$ cat src/rtl/uart_rx_ctrl.sv
// UART receiver: 2-flop rx synchroniser, oversampled start/data/stop sequencing,
// byte delivery with a one-clock done strobe and a framing-error qualifier.
module uart_rx_ctrl #(
    parameter int DBIT    = 8,
    parameter int OS      = 16,
    parameter int SB_TICK = 16
) (
    input  logic            clk,
    input  logic            rst,
    input  logic            s_tick,
    input  logic            rx,
    output logic [DBIT-1:0] dout,
    output logic            rx_done_tick,
    output logic            frame_err,
    output logic            busy
);

    localparam int SMAX = (OS > SB_TICK) ? OS : SB_TICK;
    localparam int SW   = (SMAX > 1) ? $clog2(SMAX) : 1;
    localparam int NW   = (DBIT > 1) ? $clog2(DBIT) : 1;

    localparam logic [SW-1:0] S_MID  = SW'(OS/2 - 1);
    localparam logic [SW-1:0] S_BIT  = SW'(OS - 1);
    localparam logic [SW-1:0] S_STOP = SW'(SB_TICK - 1);
    localparam logic [NW-1:0] N_LAST = NW'(DBIT - 1);

    typedef enum logic [1:0] {IDLE, START, DATA, STOP} state_t;

    state_t          state_q, state_d;
    logic [SW-1:0]   s_q, s_d;
    logic [NW-1:0]   n_q, n_d;
    logic [DBIT-1:0] b_q, b_d;
    logic [DBIT-1:0] dout_q, dout_d;
    logic            frame_err_q, frame_err_d;
    logic            busy_q, busy_d;
    logic            rx_meta_q, rx_s_q;

    // State register; synchroniser idles high so reset never looks like a start bit.
    always_ff @(posedge clk or posedge rst) begin
        if (rst) begin
            rx_meta_q   <= 1'b1;
            rx_s_q      <= 1'b1;
            state_q     <= IDLE;
            s_q         <= '0;
            n_q         <= '0;
            b_q         <= '0;
            dout_q      <= '0;
            frame_err_q <= 1'b0;
            busy_q      <= 1'b0;
        end else begin
            rx_meta_q   <= rx;
            rx_s_q      <= rx_meta_q;
            state_q     <= state_d;
            s_q         <= s_d;
            n_q         <= n_d;
            b_q         <= b_d;
            dout_q      <= dout_d;
            frame_err_q <= frame_err_d;
            busy_q      <= busy_d;
        end
    end

    // Next state; a tick that causes a transition does not also advance s.
    always_comb begin
        state_d     = state_q;
        s_d         = s_q;
        n_d         = n_q;
        b_d         = b_q;
        dout_d      = dout_q;
        frame_err_d = frame_err_q;
        case (state_q)
            IDLE: begin
                if (!rx_s_q) begin
                    state_d = START;
                    s_d     = '0;
                end
            end
            START: begin
                if (s_tick) begin
                    if (s_q == S_MID) begin
                        s_d = '0;
                        if (!rx_s_q) begin
                            state_d = DATA;
                            n_d     = '0;
                        end else begin
                            state_d = IDLE;
                        end
                    end else begin
                        s_d = s_q + SW'(1);
                    end
                end
            end
            DATA: begin
                if (s_tick) begin
                    if (s_q == S_BIT) begin
                        s_d           = '0;
                        b_d           = b_q >> 1;
                        b_d[DBIT-1]   = rx_s_q;
                        if (n_q == N_LAST) state_d = STOP;
                        else               n_d = n_q + NW'(1);
                    end else begin
                        s_d = s_q + SW'(1);
                    end
                end
            end
            STOP: begin
                if (s_tick) begin
                    if (s_q == S_STOP) begin
                        state_d     = IDLE;
                        s_d         = '0;
                        dout_d      = b_q;
                        frame_err_d = ~rx_s_q;
                    end else begin
                        s_d = s_q + SW'(1);
                    end
                end
            end
            default: state_d = IDLE;
        endcase
    end

    // Strobe spans the clock whose closing edge loads dout/frame_err.
    always_comb begin
        rx_done_tick = (state_q == STOP) && s_tick && (s_q == S_STOP);
        busy_d       = (state_d != IDLE);
    end

    assign dout      = dout_q;
    assign frame_err = frame_err_q;
    assign busy      = busy_q;

endmodule
$ cat config.mk
export PLATFORM = sky130hd
export DESIGN_NAME = uart_rx_ctrl
export DESIGN_NICKNAME = d
export VERILOG_FILES = /design/src/rtl/uart_rx_ctrl.sv
export SDC_FILE = /design/constraint.sdc
export NUM_CORES = 1
export LEC_CHECK = 0
export CORE_UTILIZATION = 25
export CTS_CLUSTER_DIAMETER = 40
export DETAILED_ROUTE_END_ITERATION = 16
export DONT_BUFFER_PORTS = 1
export MAX_ROUTING_LAYER = met4
export PLACE_DENSITY = 0.46
export SETUP_SLACK_MARGIN = 0.4
export SLEW_MARGIN = 25
export SYNTH_ARGS = -nofsm -noshare
export SYNTH_HDL_FRONTEND = slang
export SYNTH_SLANG_ARGS = --single-unit
$ cat constraint.sdc
create_clock -name clk -period 3.1 [get_ports clk]
set_clock_uncertainty 0.2 [all_clocks]
set_input_delay 0.31 -clock clk [delete_from_list [all_inputs] [get_ports clk]]
set_output_delay 0.31 -clock clk [all_outputs]
set_load 0.05 [all_outputs]
==> results of run 1 <==
==> timing repair <==
action                    in CTS  in global routing
hold endpoints to repair      28                  0
hold buffers                   2                  0
setup buffers                  0                  0
==> cell usage after synthesis, types with 2 or more instances <==
| library cell | n | area, sq um |
|---|---|---|
| dfrtp_1 | 27 | 676 |
| mux2_2 | 11 | 124 |
| nand2_1 | 7 | 26.3 |
| inv_1 | 6 | 22.5 |
| mux2_4 | 6 | 90.1 |
| o21ai_0 | 5 | 25.0 |
| a31oi_1 | 3 | 18.8 |
| buf_4 | 3 | 22.5 |
| ha_1 | 3 | 37.5 |
| nand3_1 | 3 | 15.0 |
| nor2_1 | 3 | 11.3 |
| nor4_1 | 3 | 18.8 |
| a22o_1 | 2 | 17.5 |
| dfstp_2 | 2 | 52.6 |
| mux2i_1 | 2 | 20.0 |
==> power by group <==
| group | leakage, nW | internal (mW) | switching [mW] |
|---|---|---|---|
| logic | 0.259 | 0.0787 | 0.0996 |
| registers | 0.377 | 0.430 | 0.102 |
| clock network | 0.0439 | 0.154 | 0.142 |
| total | 0.680 | 0.663 | 0.343 |
==> critical path: cells and delay by family (launching register included) <==
family,cells,cell delay [ns]
fa+ha+maj,1,0.26
flops,1,0.39
buf+inv,1,0.32
simple gates,2,0.73
==> how the worst max path moves through the flow <==
stage	start	to	slack (ns)
after floorplan	s_q[1]$_DFFE_PP0P_	dout[0]$_DFFE_PP0P_	1.25
after global placement	s_q[1]$_DFFE_PP0P_	rx_done_tick	0.94
after detailed placement	s_q[1]$_DFFE_PP0P_	rx_done_tick	0.90
after CTS	s_q[1]$_DFFE_PP0P_	rx_done_tick	0.56
after global routing	s_q[1]$_DFFE_PP0P_	rx_done_tick	0.47
final	s_q[1]$_DFFE_PP0P_	rx_done_tick	0.63
==> state kept, by name, summed over array words and instances, names as in the netlist <==
name and count:
n_q 3, state_q 2, rx_meta_q 1, b_q 8, busy 1, s_q 4
frame_err 1, rx_s_q 1, dout 8
==> layer usage <==
layer	GRT usage [%]	vias up	wire (microns)
li1	-	377	-
met1	11.8	371	1070
met2	13.8	9	1070
met3	3.88	2	48
met4	6.29	0	40
met5	-	-	0
==> kinds of logic after synthesis <==
group,Yosys count
buffers and inverters,13
AOI/OAI and AO/OA,15
adders and majority gates,3
xor gates and xnor gates,1
DFF,29
and+or+nand+nor,23
muxes,19
==> area by class of cell <==
type                    instances  share of cell area [%]
clock buffers                   5                    4.63
clock inverters                 3                    1.18
inverters                       7                    1.77
multi-input cells              61                    35.6
flip-flops and latches         29                    49.0
well taps                      70                    5.90
repair buffers                  3                    1.85
==> reports/metrics.yaml, run 1 <==
port_buffers: 0
dp_hpwl_microns: 1540
avgSynthCellArea_sq_um: 12.8
placed_area_sq_mm: 0.00138
stdcell_area_sq_mm: 0.00149
cp-end-kind: "primary output"
cts_resized: 0
synth_edf_count: 0
r2r_cells: 4
fillers: 527
holdWs_ns: 0.0125
ys_seq_area_share_pct: 55.2
ant_nets: 0
worstPathMaxFanout: 12
total_power_mw: 1.01
layout_commonest_cell: "dfrtp_1"
synth_seq_cells: 29
synth-simple-area-share_pct: 10.8
grt_max_degree: 30
drt-pass1-iter-count: 4
final-setup-viol-count: 0
htree_levels: 2
period_minus_slack_ns: 2.47
synthMuxAreaShare_pct: 17.7
cp_data_arrival_time_ns: 1.96
final.setup.tns_ns: 0
finalNetCount: 114
hold_class: "input port to register"
rsz0062_at_grt: "false"
crit_path_start_kind: "register"
tightest_slew_ns: 0.649
final_cell_mix: "dfrtp_1, mux2_2, nand2_1"
final_cells: 178
clock-sinks: 29
cp_slowest_stage_delay_ns: 0.55
die_area_sq_mm: 0.00557
syn-instance-count: 103
die_w_microns: 74.7
cts.reportedPaths.clkPinSlew_ns: 0.06
dpl.cell_count: 168
die_y_microns: 74.7
synthesis.nets: 110
synth_area_sq_mm: 0.00132
synth_flop_cell: "dfrtp_1"
vias: 759
r2r_setup_slack_ns: 1.00
cts_buffer_depth: 2
grt_overflow: 0
drive_above_1_share_pct: 30.6
hp-start: "s_tick"
whs_endpoint: "s_q[0]$_DFFE_PP0P_"
slew_violations: 0
drcViolationCount: 0
async_reset_ff_share_pct: 100
cp.required_ns: 2.59
regArea_sq_um: 728
synth-xor-area-share_pct: 0.664
slew_headroom_pct: 56.6
p_per_area_mw_per_mm2: 678
start_util_pct: 25.8
tritoncts: "built"
wire_per_inst_microns: 12.5
antennaDiodeCount: 0
r2r_start: "s_q[1]$_DFFE_PP0P_"
synth_cell_types: 32
synth_fa_ha_area_share_pct: 2.84
rows: 26
syn2layout_area_growth_pct: 12.5
status: "finished clean"
drv_cap: 0
numCtsBuffers: 5
io_pins: 15
insertion_delay_ns: 0.27
multi_input_area_sq_um: 529
dp_slack_ns: 0.901
setup_ws_ns: 0.626
slowest_stage: "nor3_4"
fin_crit_sh_pct: 79.8
grt_usage_pct: 9.88
fmax_ghz: 0.404
crit_chain: "ha_1 -> nand4_4 -> nor3_4 -> buf_4"
place_congestion: 0.867
grt_pass1_wl_microns: 3840
min_path_cells: 2
r2r_end: "dout[4]$_DFFE_PP0P_"
final_util_pct: 29.1
routed_via_density: 4.26
worstSetupPathType: "register to primary output"
grt_pass1_vias: 813
drt_iter0_markers: 29
antenna_found_initial: 0
synth_compound_area_share_pct: 7.58
p_leak_nw: 0.680
clockRootBuffer: "clkbuf_8"
peakVddDrop_v: 0.000163
totalWireLength_microns: 2230
hold_viol: 0
core_area_sq_mm: 0.00511
synth_top_family_by_area: "multiplexers"
yosys_warnings: 0
(Power assumes the default switching activity.)
==> inputs of run 2 (changes only) <==
==> constraint.sdc (replaced) <==
create_clock -name clk -period 2.35 [get_ports clk]
set_clock_uncertainty 0.2 [all_clocks]
set_input_delay 0.235 -clock clk [delete_from_list [all_inputs] [get_ports clk]]
set_output_delay 0.235 -clock clk [all_outputs]
set_load 0.05 [all_outputs]
==> run 2 against run 1 <==
Utilization up 1.6 points. Via count up 6.7%. Worst setup slack worse by 0.20 ns. Hold slack better by 0.015 ns. Die area unchanged. Critical path type unchanged. Critical endpoint unchanged. Largest power group unchanged. Highest routed layer unchanged.
==> reports/metrics.yaml, run 2 (synthesis gave the netlist of run 1 again) <==
status: "finished clean"
min_path_cells: 2
fin_crit_sh_pct: 81.7
antenna_found_initial: 0
p_per_area_mw_per_mm2: 882
worstPathMaxFanout: 4
grt_max_degree: 30
io_pins: 15
r2r_cells: 6
wire_per_inst_microns: 12.4
htree_levels: 2
place_congestion: 0.824
grt_overflow: 0
insertion_delay_ns: 0.27
tightest_slew_ns: 0.486
cp.required_ns: 1.91
rows: 26
drive_above_1_share_pct: 35.3
clockRootBuffer: "clkbuf_8"
fillers: 521
worstSetupPathType: "register to primary output"
vias: 810
finalNetCount: 122
antennaDiodeCount: 0
final.setup.tns_ns: 0
die_area_sq_mm: 0.00557
rsz0062_at_grt: "true"
layout_commonest_cell: "dfrtp_1"
port_buffers: 0
hold_class: "input port to register"
holdWs_ns: 0.0270
syn2layout_area_growth_pct: 18.7
peakVddDrop_v: 0.000222
die_y_microns: 74.7
drt-pass1-iter-count: 4
cts.reportedPaths.clkPinSlew_ns: 0.06
slew_headroom_pct: 67.6
routed_via_density: 4.35
grt_pass1_vias: 810
final-setup-viol-count: 0
drcViolationCount: 0
fmax_ghz: 0.521
period_minus_slack_ns: 1.92
numCtsBuffers: 5
ant_nets: 0
hold_viol: 0
grt_pass1_wl_microns: 3830
totalWireLength_microns: 2300
drt_iter0_markers: 35
cts_buffer_depth: 2
final_cell_mix: "dfrtp_1, mux2_2, nand2_1"
p_leak_nw: 0.721
crit_path_start_kind: "register"
start_util_pct: 25.8
clock-sinks: 29
die_w_microns: 74.7
cp-end-kind: "primary output"
grt_usage_pct: 10.0
cp_data_arrival_time_ns: 1.48
slew_violations: 0
drv_cap: 0
dp_hpwl_microns: 1550
core_area_sq_mm: 0.00511
tritoncts: "built"
## run 2: changes by cell type in the layout (fill, tap and decap cells not counted), sizes merged
cell | before | now
clkbuf | 5 | 6
buf | 1 | 8
dlygate4sd3 | 2 | 3
clkinvlp | 1 | 0
## run 2: area by class of cell
class / count / area, sq um / area share [%]
clock buffers: 6 / 72.6 / 4.63
clock inverters: 2 / 10.0 / 0.639
inverters: 7 / 26.3 / 1.68
multi-input cells: 61 / 542 / 34.6
flip-flops and latches: 29 / 731 / 46.6
well taps: 70 / 87.6 / 5.59
repair buffers: 11 / 97.6 / 6.23
## run 2: stage by stage
step           setup slack [ns]  power, mW  area [sq um]  utilization, %  cells
6_report                  0.430       1.38          1570            30.7    186
5_1_grt                   0.365       1.47          1570            30.7    186
4_1_cts                   0.427       1.39          1570            30.6    186
3_5_place_dp              0.429      0.951          1400            27.4    171
3_3_place_gp              0.502      0.934          1400            27.4    171
2_1_floorplan             0.502      0.915          1320               -    103
## run 2: critical path, cell delays in order (launching register included)
cell	delay (ns)
dfrtp_1	0.40
ha_4	0.18
nand4_4	0.14
nor3_4	0.21
buf_6	0.13
buf_6	0.14
## run 2: timing repair
item | CTS | global route
pin swaps | 1 | 0
endpoints found under the hold margin | 30 | 0
buffers inserted | 4 | 0
resized for setup | 5 | 2
hold buffers | 3 | 0
endpoints found under the setup margin | 1 | 2
## run 2: layer usage
metal | track usage [%] | share of wire, %
met5 | - | 0
met1 | 12.9 | 50
met3 | 3.08 | 2.8
met4 | 8.81 | 3.7
met2 | 12.3 | 44
## run 2: worst paths after layout
check,start,endpoint,slack [ns]
max in group asynchronous,rst,rx_s_q$_DFF_PP1_,1.36
hold / removal,s_tick,s_q[1]$_DFFE_PP0P_,0.03
setup / recovery,s_q[1]$_DFFE_PP0P_,rx_done_tick,0.43
hold reg to reg,rx_meta_q$_DFF_PP1_,rx_s_q$_DFF_PP1_,0.16
setup reg to reg,s_q[1]$_DFFE_PP0P_,dout[0]$_DFFE_PP0P_,0.51
min in group asynchronous,rst,dout[7]$_DFFE_PP0P_,0.27
## run 2: where the power goes
part	internal, mW	switching (mW)	total [mW]
sequential	0.571	0.140	0.712
clock	0.204	0.173	0.378
combinational	0.143	0.150	0.293
total	0.919	0.463	1.38
==> inputs of run 3 (changes only) <==
--- a/config.mk
+++ b/config.mk
@@ -10,7 +10,7 @@
 export DETAILED_ROUTE_END_ITERATION = 16
 export DONT_BUFFER_PORTS = 1
 export MAX_ROUTING_LAYER = met4
-export PLACE_DENSITY = 0.46
+export PLACE_DENSITY = 0.48
 export SETUP_SLACK_MARGIN = 0.4
 export SLEW_MARGIN = 25
 export SYNTH_ARGS = -nofsm -noshare
==> constraint.sdc (replaced) <==
create_clock -name clk -period 1.7 [get_ports clk]
set_clock_uncertainty 0.2 [all_clocks]
set_input_delay 0.17 -clock clk [delete_from_list [all_inputs] [get_ports clk]]
set_output_delay 0.17 -clock clk [all_outputs]
set_load 0.05 [all_outputs]
==> run 3 against run 2 <==
The flow now finishes with violations (setup timing). Via count grew 20%. Flip-flop and latch count is the same. Critical path depth is the same. Hold slack improved by 0.079 ns. Utilization grew 9.1 points. Combinational power rose to 3.0 times the previous value. Register-to-register slack got worse by 0.56 ns. Non-clock buffer count up 28. Largest power group unchanged.
==> reports/metrics.yaml, run 3 (synthesis gave the netlist of run 1 again) <==
crit_chain: "ha_4 -> nand4_4 -> nor3_4 -> buf_12 -> buf_12"
clockRootBuffer: "clkbuf_8"
cts.reportedPaths.clkPinSlew_ns: 0.07
crit_buf_inv: 2
cp.required_ns: 1.33
r2r_setup_slack_ns: -0.05
final_util_pct: 39.7
holdWs_ns: 0.106
vias: 976
slew_headroom_pct: 63.6
start_util_pct: 25.8
die_y_microns: 74.7
period_minus_slack_ns: 1.75
multi_input_area_sq_um: 697
place_congestion: 0.860
p_per_area_mw_per_mm2: 1250
slowest_stage: "dfrtp_1"
p_leak_nw: 0.914
grt_pass1_vias: 1087
drcViolationCount: 0
totalWireLength_microns: 3080
hold_class: "input port to register"
grt_pass1_wl_microns: 5110
cp_top_family: "flip-flops"
dp_hpwl_microns: 1910
htree_levels: 2
final.setup.tns_ns: -0.667
peakVddDrop_v: 0.000519
die_w_microns: 74.7
insertion_delay_ns: 0.28
die_area_sq_mm: 0.00557
tritoncts: "built"
clock-sinks: 29
core_area_sq_mm: 0.00511
worstSetupPathType: "register to primary output"
crit_path_start_kind: "register"
hold_viol: 0
ant_nets: 0
cp_slowest_stage_delay_ns: 0.40
drv_cap: 0
r2r_cells: 6
cp-end-kind: "primary output"
regArea_sq_um: 729
finalNetCount: 150
antennaDiodeCount: 0
r2r_end: "b_q[5]$_DFFE_PP0P_"
tightest_slew_ns: 0.546
cp_data_arrival_time_ns: 1.38
routed_via_density: 4.56
violations: "setup timing"
wire_per_inst_microns: 14.4
r2r_start: "s_q[0]$_DFFE_PP0P_"
io_pins: 15
status: "finished with violations"
setup_ws_ns: -0.0501
grt_overflow: 0
slew_violations: 0
port_buffers: 0
syn2layout_area_growth_pct: 53.7
cp_common_cell: "buf_12"
drt_iter0_markers: 50
numCtsBuffers: 5
drt-pass1-iter-count: 4
rows: 26
cts_buffer_depth: 2
fin_crit_sh_pct: 103
fmax_ghz: 0.571
drive_above_1_share_pct: 57.6
grt_max_degree: 19
final-setup-viol-count: 20
worstPathMaxFanout: 3
final_cell_mix: "dfrtp_1, buf_4, mux2_4"
grt_usage_pct: 13.2
crit_end: "rx_done_tick"
startpoint: "s_q[0]$_DFFE_PP0P_"
fillers: 492
cp.depth: 5
rsz0062_at_grt: "true"
antenna_found_initial: 0
[run 3: cell types whose count changed in the layout (fill, tap and decap cells not counted), sizes merged]
cell	delta
bufinv	+1
clkbuf	+1
clkinv	-2
buf	+28
[run 3: worst min-delay path by stage]
stage	startpoint	endpoint	depth (start not counted)
floorplan	rx	rx_meta_q$_DFF_PP1_	0
global placement	rst	state_q[0]$_DFF_PP0_	1
detailed placement	rst	state_q[0]$_DFF_PP0_	1
CTS	s_tick	n_q[2]$_DFFE_PP0P_	3
global route	s_tick	state_q[1]$_DFF_PP0_	3
finish	s_tick	state_q[1]$_DFF_PP0_	3
[run 3: stage by stage]
| step | setup WS [ns] | cell area, sq um | total power [mW] | cells |
|---|---|---|---|---|
| 6_report | -0.0501 | 2030 | 2.54 | 214 |
| 5_1_grt | -0.138 | 2030 | 2.67 | 214 |
| 4_1_cts | -0.0672 | 1920 | 2.39 | 208 |
| 3_5_place_dp | -0.0511 | 1620 | 1.51 | 189 |
| 3_3_place_gp | 0.00452 | 1620 | 1.47 | 189 |
| 2_1_floorplan | -0.0778 | 1380 | 1.31 | 103 |
[run 3: worst register-to-register path: stages, from the launching register on]
cell and delay (ns):
dfrtp_1 0.40, ha_4 0.17, nand4_4 0.09, buf_4 0.16, nor3_4 0.14, buf_12 0.16, mux2_4 0.30
[run 3: where the power goes]
group / switching [mW] / leakage (nW) / internal, mW
sequential: 0.117 / 0.376 / 0.788
combinational: 0.442 / 0.480 / 0.431
clock: 0.279 / 0.0585 / 0.478
[run 3: what timing repair did]
item | in CTS | in global routing
hold endpoints to repair | 16 | 0
pin swaps | 7 | 5
endpoints found under the setup margin | 26 | 28
resized for setup | 19 | 13
setup buffers | 8 | 6
hold buffers | 3 | 0
[run 3: cell type report]
class,count,share of cell area (%)
Tap cell,70,4.32
Sequential cell,29,35.9
Clock inverter,1,1.48
Clock buffer,7,4.25
Inverter,7,1.29
Timing Repair Buffer,39,18.4
Multi-Input combinational cell,61,34.3
[run 3: per-layer routing]
metal	up-vias	track usage, %	routed length (microns)
li1	451	-	-
met1	491	14.9	1410
met2	25	19.8	1480
met3	9	3.48	100
met4	0	10.1	95
met5	-	-	0
==> RTL change: new RTL, config.mk and constraints of run 2 <==
Set the parameter `DBIT` to 4 (it was 8).
--- a/src/rtl/uart_rx_ctrl.sv
+++ b/src/rtl/uart_rx_ctrl.sv
@@ -1,7 +1,7 @@
 // UART receiver: 2-flop rx synchroniser, oversampled start/data/stop sequencing,
 // byte delivery with a one-clock done strobe and a framing-error qualifier.
 module uart_rx_ctrl #(
-    parameter int DBIT    = 8,
+    parameter int DBIT    = 4,
     parameter int OS      = 16,
     parameter int SB_TICK = 16
 ) (
Ports: changed (resized dout); port bits go from 15 to 11. No check against the original RTL was run, so the function may have changed too.
==> RTL change against run 2 <==
Non-clock buffer count down 7. Global-route usage fell by 0.38 points. Sequential cell count is 9 lower. Worst setup slack gained 0.042 ns. Sequential share of layout area decreased by 1.2 points. Routed wire length fell by 28%. Power shrank 31%. Largest power group unchanged. Area after synthesis down 26%. Final area shrank 29%. Hold slack gained 0.076 ns.
==> RTL change: results (changes against run 2) <==
GRT
  – Tot GR Track Use: 9.639% (-0.38 points)
  – Pin count of the biggest net entering global routing: 21 (-30%)
  – Met1 GRT Util: 12.01% (-0.91 points)
  – Number of global-route vias before repair: 569 (-30%)
  – First-pass GRT wire length: 2877 um (-25%)
  – M3 GR Usage: 4.049% (+0.97 points)
  – M2 GR Usage: 12.76% (+0.45 points)

Detailed routing
  – Detailed Route Iter0 Violations: 22 (-37%)
  – Vias per std cell: 4.690 (+7.7%)
  – Post-DR wirelength/cell: 12.84 um (+3.7%)

Synth
  – Syn_nets: 83 (-25%)
  – Post-Synthesis Cells: 77 (-25%)
  – Synth cell count leaders: dfrtp_1, o21ai_0, mux2_4, nand3_1
  – Register area share after synthesis: 51.41% (-3.8 points)
  – Netlist cell types: 33 (+3.1%)

Final layout
  – Final cell count without fillers: 129 (-31%)
  – Area delta synth->final: 13.43%
  – Fillers: 389 (-25%)
  – Fin nets: 88 (-28%)
  – Layout cells sized above 1: 28.40% (-6.9 points)

Power and ir drop
  – Worst IR drop on VDD: 0.2201 mV (-1.0%)

Worst setup path
  – WP data arrival: 1.44 ns (-0.04 ns)

Placement
  – Placed Area: 1003 um^2 (-28%)
  – Number of instances in the placed design: 121 (-29%)
  – HPWL after DPL: 1188 um (-23%)
  – Pre-CTS setup slack: 0.4559 ns (+0.02702 ns)

STA
  – Slew headroom: 47.92% (-20 points)

Clock tree
  – Num CTS Buffers: 3 (-2)
  – H-tree lvl count: 1 (-1)

Status
  – Outcome: finished, final reports clean
[RTL change: cell types whose count changed in the layout (fill, tap and decap cells not counted), moves of 3 or more]
cell | before | now
nor2_1 | 3 | 0
dfrtp_1 | 25 | 17
mux2_2 | 11 | 4
buf_4 | 6 | 1
nand2_1 | 7 | 1
o21ai_0 | 4 | 7
nor4_1 | 3 | 0
[RTL change: metal layers]
| metal | up-vias | share of wire, % |
|---|---|---|
| met5 | - | 0 |
| met4 | 0 | 1.6 |
| met3 | 2 | 5.9 |
| met2 | 11 | 43 |
| met1 | 300 | 49 |
| li1 | 292 | - |
[RTL change: critical path: stages (launching register included)]
cell	delay, ns
dfrtp_1	0.40
ha_4	0.16
and3_4	0.21
and4_4	0.42
[RTL change: area by class of cell]
class | instances | share of cell area (%)
multi-input cells | 48 | 39.12
flip-flops and latches | 20 | 45.43
clock buffers | 4 | 4.961
repair buffers | 4 | 3.382
inverters | 5 | 1.691
well taps | 48 | 5.412
[RTL change: logic make-up (layout without fill, tap and decap cells)]
kind of cell,Yosys count,in the layout,synth area share (%)
mux,11,11,14.58
fa+ha+maj,2,2,2.557
flops,20,20,51.41
compound gates,17,17,11.25
simple gates,17,17,13.81
xor+xnor,1,1,0.8953
buf+inv,9,13,5.498
[RTL change: final timing paths]
check                           slack (ns)  cells past startpoint      start      endpoint
worst min-delay path                  0.10                      3     s_tick        s_q[3]
worst min register to register        0.16                      0  rx_meta_q        rx_s_q
worst max-delay path                  0.47                      3     s_q[0]  rx_done_tick
worst max register to register        0.52                      4     s_q[0]       dout[2]
min in group asynchronous             0.36                      2        rst        s_q[0]
max in group asynchronous             1.05                      2        rst    state_q[1]
[RTL change: timing repair]
item                                   CTS  global route
pin swaps                                0             0
endpoints found under the hold margin   20             0
hold buffers                             3             0
buffers inserted                         0             1
cloned                                   0             0
setup endpoints to repair                1            10
resized for setup                        1             2
[RTL change: power breakdown]
group	leakage [nW]	internal, mW	total (mW)	switching [mW]
clock network	0.0288	0.149	0.259	0.111
logic	0.193	0.0993	0.196	0.0963
registers	0.255	0.396	0.505	0.109
